**src/rtl/image_mem_responder_if.sv**
```systemverilog
// Handshake, data and preload signals between a memory initiator and the image memory responder.
interface image_mem_responder_if;
    logic       start_read;
    logic       start_write;
    logic [7:0] addr_r;
    logic [7:0] addr_w;
    logic [7:0] data_w;
    logic       load_en;
    logic [7:0] load_addr;
    logic [7:0] load_data;
    logic       busy;
    logic [7:0] data_r;
    logic       read_data_done;
    logic       write_done;
    logic       req_err;

    modport master (
        output start_read, start_write, addr_r, addr_w, data_w,
        output load_en, load_addr, load_data,
        input  busy, data_r, read_data_done, write_done, req_err
    );

    modport slave (
        input  start_read, start_write, addr_r, addr_w, data_w,
        input  load_en, load_addr, load_data,
        output busy, data_r, read_data_done, write_done, req_err
    );
endinterface

```
**src/rtl/image_mem_responder.sv**
```systemverilog
// Latency-modelled 8-bit image memory with read/write handshake, a one-entry pending
// write for simultaneous requests, a sticky request-error flag and a direct preload port.
module image_mem_responder #(
    parameter int LATENCY = 2,
    parameter int DEPTH   = 256
) (
    input  logic                  clk,
    input  logic                  rst,
    image_mem_responder_if.slave  bus
);
    localparam logic [2:0] ST_IDLE    = 3'd0;
    localparam logic [2:0] ST_RD_WAIT = 3'd1;
    localparam logic [2:0] ST_RD_DONE = 3'd2;
    localparam logic [2:0] ST_WR_WAIT = 3'd3;
    localparam logic [2:0] ST_WR_DONE = 3'd4;

    localparam logic [3:0] WAIT_INIT = 4'(LATENCY - 1);

    logic [7:0] mem [0:DEPTH-1];
    logic [2:0] state;
    logic [3:0] wait_cnt;
    logic [7:0] rd_addr;
    logic [7:0] wr_addr;
    logic [7:0] wr_data;
    logic       pend_wr;
    logic [7:0] data_r_q;
    logic       req_err_q;
    logic       busy_int;
    logic       any_start;
    logic       wait_over;
    logic       rd_in_range;
    logic       wr_in_range;
    logic       load_in_range;

    // A pending write keeps busy asserted through RD_DONE so the gap is covered.
    assign busy_int = (state == ST_RD_WAIT) || (state == ST_WR_WAIT) ||
                      ((state == ST_RD_DONE) && pend_wr);
    assign any_start     = bus.start_read || bus.start_write;
    assign wait_over     = (wait_cnt == '0);
    assign rd_in_range   = (int'({24'd0, rd_addr}) < DEPTH);
    assign wr_in_range   = (int'({24'd0, wr_addr}) < DEPTH);
    assign load_in_range = (int'({24'd0, bus.load_addr}) < DEPTH);

    always_ff @(posedge clk or posedge rst) begin
        if (rst) begin
            state     <= ST_IDLE;
            wait_cnt  <= '0;
            rd_addr   <= '0;
            wr_addr   <= '0;
            wr_data   <= '0;
            pend_wr   <= 1'b0;
            data_r_q  <= '0;
            req_err_q <= 1'b0;
        end else begin
            if (busy_int && any_start) begin
                req_err_q <= 1'b1;
            end
            case (state)
                ST_RD_WAIT, ST_WR_WAIT: begin
                    if (wait_over) begin
                        if (state == ST_RD_WAIT) begin
                            state    <= ST_RD_DONE;
                            data_r_q <= rd_in_range ? mem[rd_addr] : 8'h00;
                        end else begin
                            state <= ST_WR_DONE;
                        end
                    end else begin
                        wait_cnt <= wait_cnt - 4'd1;
                    end
                end
                default: begin
                    // pend_wr can only be set here in RD_DONE; the write launches without a new request.
                    if (pend_wr) begin
                        state    <= ST_WR_WAIT;
                        wait_cnt <= WAIT_INIT;
                        pend_wr  <= 1'b0;
                    end else if (any_start) begin
                        rd_addr  <= bus.addr_r;
                        wr_addr  <= bus.addr_w;
                        wr_data  <= bus.data_w;
                        wait_cnt <= WAIT_INIT;
                        pend_wr  <= bus.start_read && bus.start_write;
                        state    <= bus.start_read ? ST_RD_WAIT : ST_WR_WAIT;
                    end else begin
                        state <= ST_IDLE;
                    end
                end
            endcase
        end
    end

    // Memory contents survive reset; the rst gate keeps an aborted write from landing.
    always_ff @(posedge clk) begin
        if (!rst) begin
            if ((state == ST_WR_WAIT) && wait_over) begin
                if (wr_in_range) begin
                    mem[wr_addr] <= wr_data;
                end
            end else if ((state == ST_IDLE) && bus.load_en && load_in_range) begin
                mem[bus.load_addr] <= bus.load_data;
            end
        end
    end

    assign bus.busy           = busy_int;
    assign bus.data_r         = data_r_q;
    assign bus.read_data_done = (state == ST_RD_DONE);
    assign bus.write_done     = (state == ST_WR_DONE);
    assign bus.req_err        = req_err_q;
endmodule

```
**src/flat_wrapper.sv**
```systemverilog
// flat-port wrapper written by rule: the top's interface ports become plain ports
module image_mem_responder_flat 
#(
    parameter int LATENCY = 2,
    parameter int DEPTH   = 256
)
  (clk, rst, bus_start_read, bus_start_write, bus_addr_r, bus_addr_w, bus_data_w, bus_load_en, bus_load_addr, bus_load_data, bus_busy, bus_data_r, bus_read_data_done, bus_write_done, bus_req_err);
  image_mem_responder_if bus_i ();
  input  logic clk;
  input  logic rst;
  input wire logic [$bits(bus_i.start_read)-1:0] bus_start_read;
  input wire logic [$bits(bus_i.start_write)-1:0] bus_start_write;
  input wire logic [$bits(bus_i.addr_r)-1:0] bus_addr_r;
  input wire logic [$bits(bus_i.addr_w)-1:0] bus_addr_w;
  input wire logic [$bits(bus_i.data_w)-1:0] bus_data_w;
  input wire logic [$bits(bus_i.load_en)-1:0] bus_load_en;
  input wire logic [$bits(bus_i.load_addr)-1:0] bus_load_addr;
  input wire logic [$bits(bus_i.load_data)-1:0] bus_load_data;
  output wire logic [$bits(bus_i.busy)-1:0] bus_busy;
  output wire logic [$bits(bus_i.data_r)-1:0] bus_data_r;
  output wire logic [$bits(bus_i.read_data_done)-1:0] bus_read_data_done;
  output wire logic [$bits(bus_i.write_done)-1:0] bus_write_done;
  output wire logic [$bits(bus_i.req_err)-1:0] bus_req_err;
  assign bus_i.start_read = bus_start_read;
  assign bus_i.start_write = bus_start_write;
  assign bus_i.addr_r = bus_addr_r;
  assign bus_i.addr_w = bus_addr_w;
  assign bus_i.data_w = bus_data_w;
  assign bus_i.load_en = bus_load_en;
  assign bus_i.load_addr = bus_load_addr;
  assign bus_i.load_data = bus_load_data;
  assign bus_busy = bus_i.busy;
  assign bus_data_r = bus_i.data_r;
  assign bus_read_data_done = bus_i.read_data_done;
  assign bus_write_done = bus_i.write_done;
  assign bus_req_err = bus_i.req_err;
  image_mem_responder #(.LATENCY(LATENCY), .DEPTH(DEPTH)) u_core (.clk(clk), .rst(rst), .bus(bus_i));
endmodule
```
**config.mk**
```make
export PLATFORM = sky130hd
export DESIGN_NAME = image_mem_responder_flat
export DESIGN_NICKNAME = d
export VERILOG_FILES = /design/src/rtl/image_mem_responder_if.sv /design/src/rtl/image_mem_responder.sv /design/src/flat_wrapper.sv
export SDC_FILE = /design/constraint.sdc
export NUM_CORES = 2
export LEC_CHECK = 0
export CAP_MARGIN = 30
export CORE_MARGIN = 2
export CORE_UTILIZATION = 40
export DETAILED_ROUTE_END_ITERATION = 8
export SYNTH_ARGS = -nofsm -noshare
export SYNTH_HDL_FRONTEND = slang
export SYNTH_SLANG_ARGS = --single-unit
```
**constraint.sdc**
```tcl
create_clock -name clk -period 3.9 [get_ports clk]
set_input_delay 0.78 -clock clk [delete_from_list [all_inputs] [get_ports clk]]
set_output_delay 0.78 -clock clk [all_outputs]
set_load 0.01 [all_outputs]
```
==> reports/qor.yml <==
drt_iter0_drc: 5645
synth.avg_cell_area_sq_um: 20.5
io_buffers: 56
grt_max_degree: 81
ctsHoldBuffers: 0
worst_setup_path_end_kind: "flip-flop"
crit_fanout: 40
dpl-instance-area_sq_um: 89500
swShare_pct: 33.0
cts.sinks: 2089
grt_usage_pct: 21.5
htree_levels: 4
vias: 43593
clkTransAtPathRegs_ps: 60
p_per_area_nw_per_um2: 748
wl_per_cell_microns: 30.2
grt_first_pass_wirelength_microns: 321000
cts_max_path_buffers: 3
critPathLaunchType: "flip-flop"
min_path_type: "flip-flop to flip-flop"
cts_resized: 0
clockRootBuffer: "clkbuf_16"
async_flop_share_pct: 1.96
synth.net_count: 4054
cp.required_ps: 4600
worst-path-buf-inv: 5
peakVddDrop_mv: 0.559
nets: 4678
fmax_mhz: 264
cp_slowest_cell: "a2111oi_0"
syn_area_sq_um: 82000
drc_errors: 0
hold_violations: 0
slowest_delay_ps: 780
die-area_sq_um: 209000
drive_above_1_share_pct: 27.8
power_frac_comb_pct: 32.2
final_area_sq_um: 96400
start_util_pct: 40.2
seqPwrFrac_pct: 40.2
post_cts_buffers: 0
core-area_sq_um: 204000
fin_crit_ps: 3790
synth_top_family_by_area: "multiplexers"
cp.arrival_ps: 4490
rows: 166
cap_violations: 0
drtPass1Iterations: 5
ant_nets: 0
finalSetupViolations: 0
rsz0062_at_grt: "no"
max-slew-margin-rel_pct: 38.8
drv_slew: 0
antenna_found_initial: 7
critical-path-top-delay-family: "buffers and inverters"
grt_overflow_total: 0
io_pins: 57
path_cells: "buf_12 > buf_4 > mux4_2 > and2_1 > a2111oi_0 > buf_4 > nor4_1 > buf_4 > o2111ai_1 > buf_4 > o311ai_1"
die_x_microns: 457
synth_cell_types: 66
synth-seq-area-share_pct: 76.3
synth_simple_gate_area_share_pct: 3.29
cts_tree: "built"
cpMostUsedCell: "buf_4"
worst_slack_ps: 105
die_h_microns: 457
via_per_inst: 5.81
critical_path_class: "flip-flop to flip-flop"
place.gp.congestion: 0.880
fin_crit_sh_pct: 97.3
internal-power_mw: 48.3
place_ws_ps: 47.9
dp_hpwl_microns: 149000
synth-compound-area-share_pct: 3.10
syn_inst: 4008
synthAdderAreaFrac_pct: 0.0153
skew_ps: 46.7
p_leak_nw: 31.6
nFillCells: 16790
clk_latency_ps: 850
grt_pass1_vias: 42679
yosysWarnings: 0
p_clk_share_pct: 27.6
drt-total-wl_microns: 227000
finalNonFillerCells: 7497
synth_xor_area_share_pct: 0.0107
status: "finished, final reports clean"
synthFlopType: "edfxtp_1"
area_growth_pct: 17.5
synth_edf_count: 2048
muxShareOfSynthArea_pct: 15.3
dp.cells: 7109
p_sw_mw: 23.8
cts_buffers: 209
synth_seq_cells: 2089
worst_pin_slew_ps: 908
==> path summary, 6_finish.rpt <==
| kind | startpoint | to | slack, ps | cells after the start |
|---|---|---|---|---|
| worst max register to register | u_core.rd_addr[1]$_DFFE_PP0P_ | u_core.bus.data_r[0]$_DFFE_PP0P_ | 110 | 11 |
| min in group asynchronous | rst | u_core.bus.req_err$_DFFE_PP0P_ | 610 | 3 |
| worst min-delay path | u_core.bus.req_err$_DFFE_PP0P_ | u_core.bus.req_err$_DFFE_PP0P_ | 490 | 2 |
| max in group asynchronous | rst | u_core.rd_addr[4]$_DFFE_PP0P_ | 2630 | 3 |
| worst max-delay path | u_core.rd_addr[1]$_DFFE_PP0P_ | u_core.bus.data_r[0]$_DFFE_PP0P_ | 110 | 11 |
| worst min register to register | u_core.bus.req_err$_DFFE_PP0P_ | u_core.bus.req_err$_DFFE_PP0P_ | 490 | 2 |
==> metrics by stage <==
| stage | setup TNS [ps] | power, mW | utilization (%) | hold WS (ps) |
|---|---|---|---|---|
| after floorplan | -317820 | 42.6 | - | 471 |
| after global routing | 0 | 74.4 | 47.2 | 523 |
| final | 0 | 72.1 | 47.2 | 491 |
| after global placement | -9060 | 52.5 | 43.9 | 462 |
| after detailed placement | 0 | 52.7 | 43.9 | 478 |
| after CTS | 0 | 72.5 | 47.2 | 482 |
==> per-layer routing <==
| metal | global-route usage, % | wire [microns] | vias up |
|---|---|---|---|
| met4 | 5.74 | 5920 | 4 |
| met5 | 0 | 31 | - |
| met2 | 33.8 | 107000 | 2072 |
| li1 | - | - | 17887 |
| met1 | 30.8 | 94400 | 23310 |
| met3 | 3.98 | 19000 | 320 |
==> cells in the mapped netlist (9+ instances only) <==
cell       count  area (sq um)
o211ai_1      11          82.6
inv_1         10          37.5
or2_2         17           106
dfrtp_1       41          1030
nand2b_1      25           156
buf_1         12          45.0
nor2_1       310          1160
nand2_1      105           394
buf_4         25           188
mux2i_1      247          2470
a22oi_1       30           225
mux2_2        32           360
a2111oi_0     24           210
nor4_1        14          87.6
a32oi_1        9          78.8
mux4_1        43          1130
mux4_2       380          8560
nor3_1        38           190
a31oi_1       18           113
a21oi_1       45           225
edfxtp_1    2048         61500
buf_8         18           270
and2_1        13          81.3
o21ai_0       38           190
buf_2         56           280
a22o_1        20           175
a211oi_1      16           120
clkbuf_1      76           285
nand3_1       34           170
o22ai_1       72           450
buf_6         39           439
o221ai_1      47           412
==> worst register-to-register path: stages (launching register included) <==
cell and delay, ps:
dfrtp_4 690, buf_12 230, buf_4 510, mux4_2 410, and2_1 170, a2111oi_0 780, buf_4 240, nor4_1 50
buf_4 170, o2111ai_1 120, buf_4 190, o311ai_1 90
==> logic make-up after synthesis <==
| logic type | Yosys count |
|---|---|
| flip-flops | 2089 |
| multiplexers | 702 |
| AND/OR/NAND/NOR | 606 |
| AO/OA/AOI/OAI | 361 |
| buffers and inverters | 248 |
| XOR/XNOR | 1 |
| adder cells (fa/ha/maj) | 1 |
==> cells in the final DEF (no fill, tap or decap), types with 18 or more instances in the layout <==
cell / Yosys / routed
nand3_1: 34 / 34
buf_12: 5 / 52
nor3_1: 38 / 37
clkinv_1: 0 / 43
o21ai_0: 38 / 38
clkinv_2: 0 / 38
clkbuf_16: 0 / 214
mux4_2: 380 / 380
a31oi_1: 18 / 18
clkbuf_1: 76 / 42
mux4_1: 43 / 43
mux2_2: 32 / 24
a22o_1: 20 / 20
mux2i_1: 247 / 247
a22oi_1: 30 / 30
nor2_1: 310 / 309
nand2_1: 105 / 104
clkdlybuf4s50_1: 0 / 56
nand2b_1: 25 / 24
o22ai_1: 72 / 72
bufinv_16: 0 / 20
buf_4: 25 / 540
a21oi_1: 45 / 45
a2111oi_0: 24 / 24
o221ai_1: 47 / 47
dfrtp_1: 41 / 37
edfxtp_1: 2048 / 2048
==> state kept, by name, summed over array words and instances (netlist names) <==
signal,flops
u_core.bus.req_err,1
u_core.rd_addr,8
u_core.wr_addr,8
u_core.mem,2048
u_core.state,3
u_core.wait_cnt,4
u_core.wr_data,8
u_core.pend_wr,1
u_core.bus.data_r,8
==> power groups by stage <==
stage / logic (mW) / clock network, mW / registers [mW]
CTS: 23.3 / 20.2 / 28.9
floorplan: 13.2 / 0 / 29.4
detailed placement: 23.3 / 0 / 29.4
global route: 24.3 / 21.1 / 29.0
finish: 23.2 / 19.9 / 29.0
global placement: 23.1 / 0 / 29.4
==> layout make-up <==
class                      count  area (sq um)  share of cell area [%]
clock inverter               122          1190                    1.23
inverter                      11          46.3                  0.0480
antenna                        3          7.51                 0.00779
timing repair buffer         650          5660                    5.88
multi-input combinational   1671         17900                    18.6
tap                         2688          3360                    3.49
sequential                  2089         62500                    64.9
clock buffer                 263          5610                    5.82
Power figures use the tool's default switching activity.
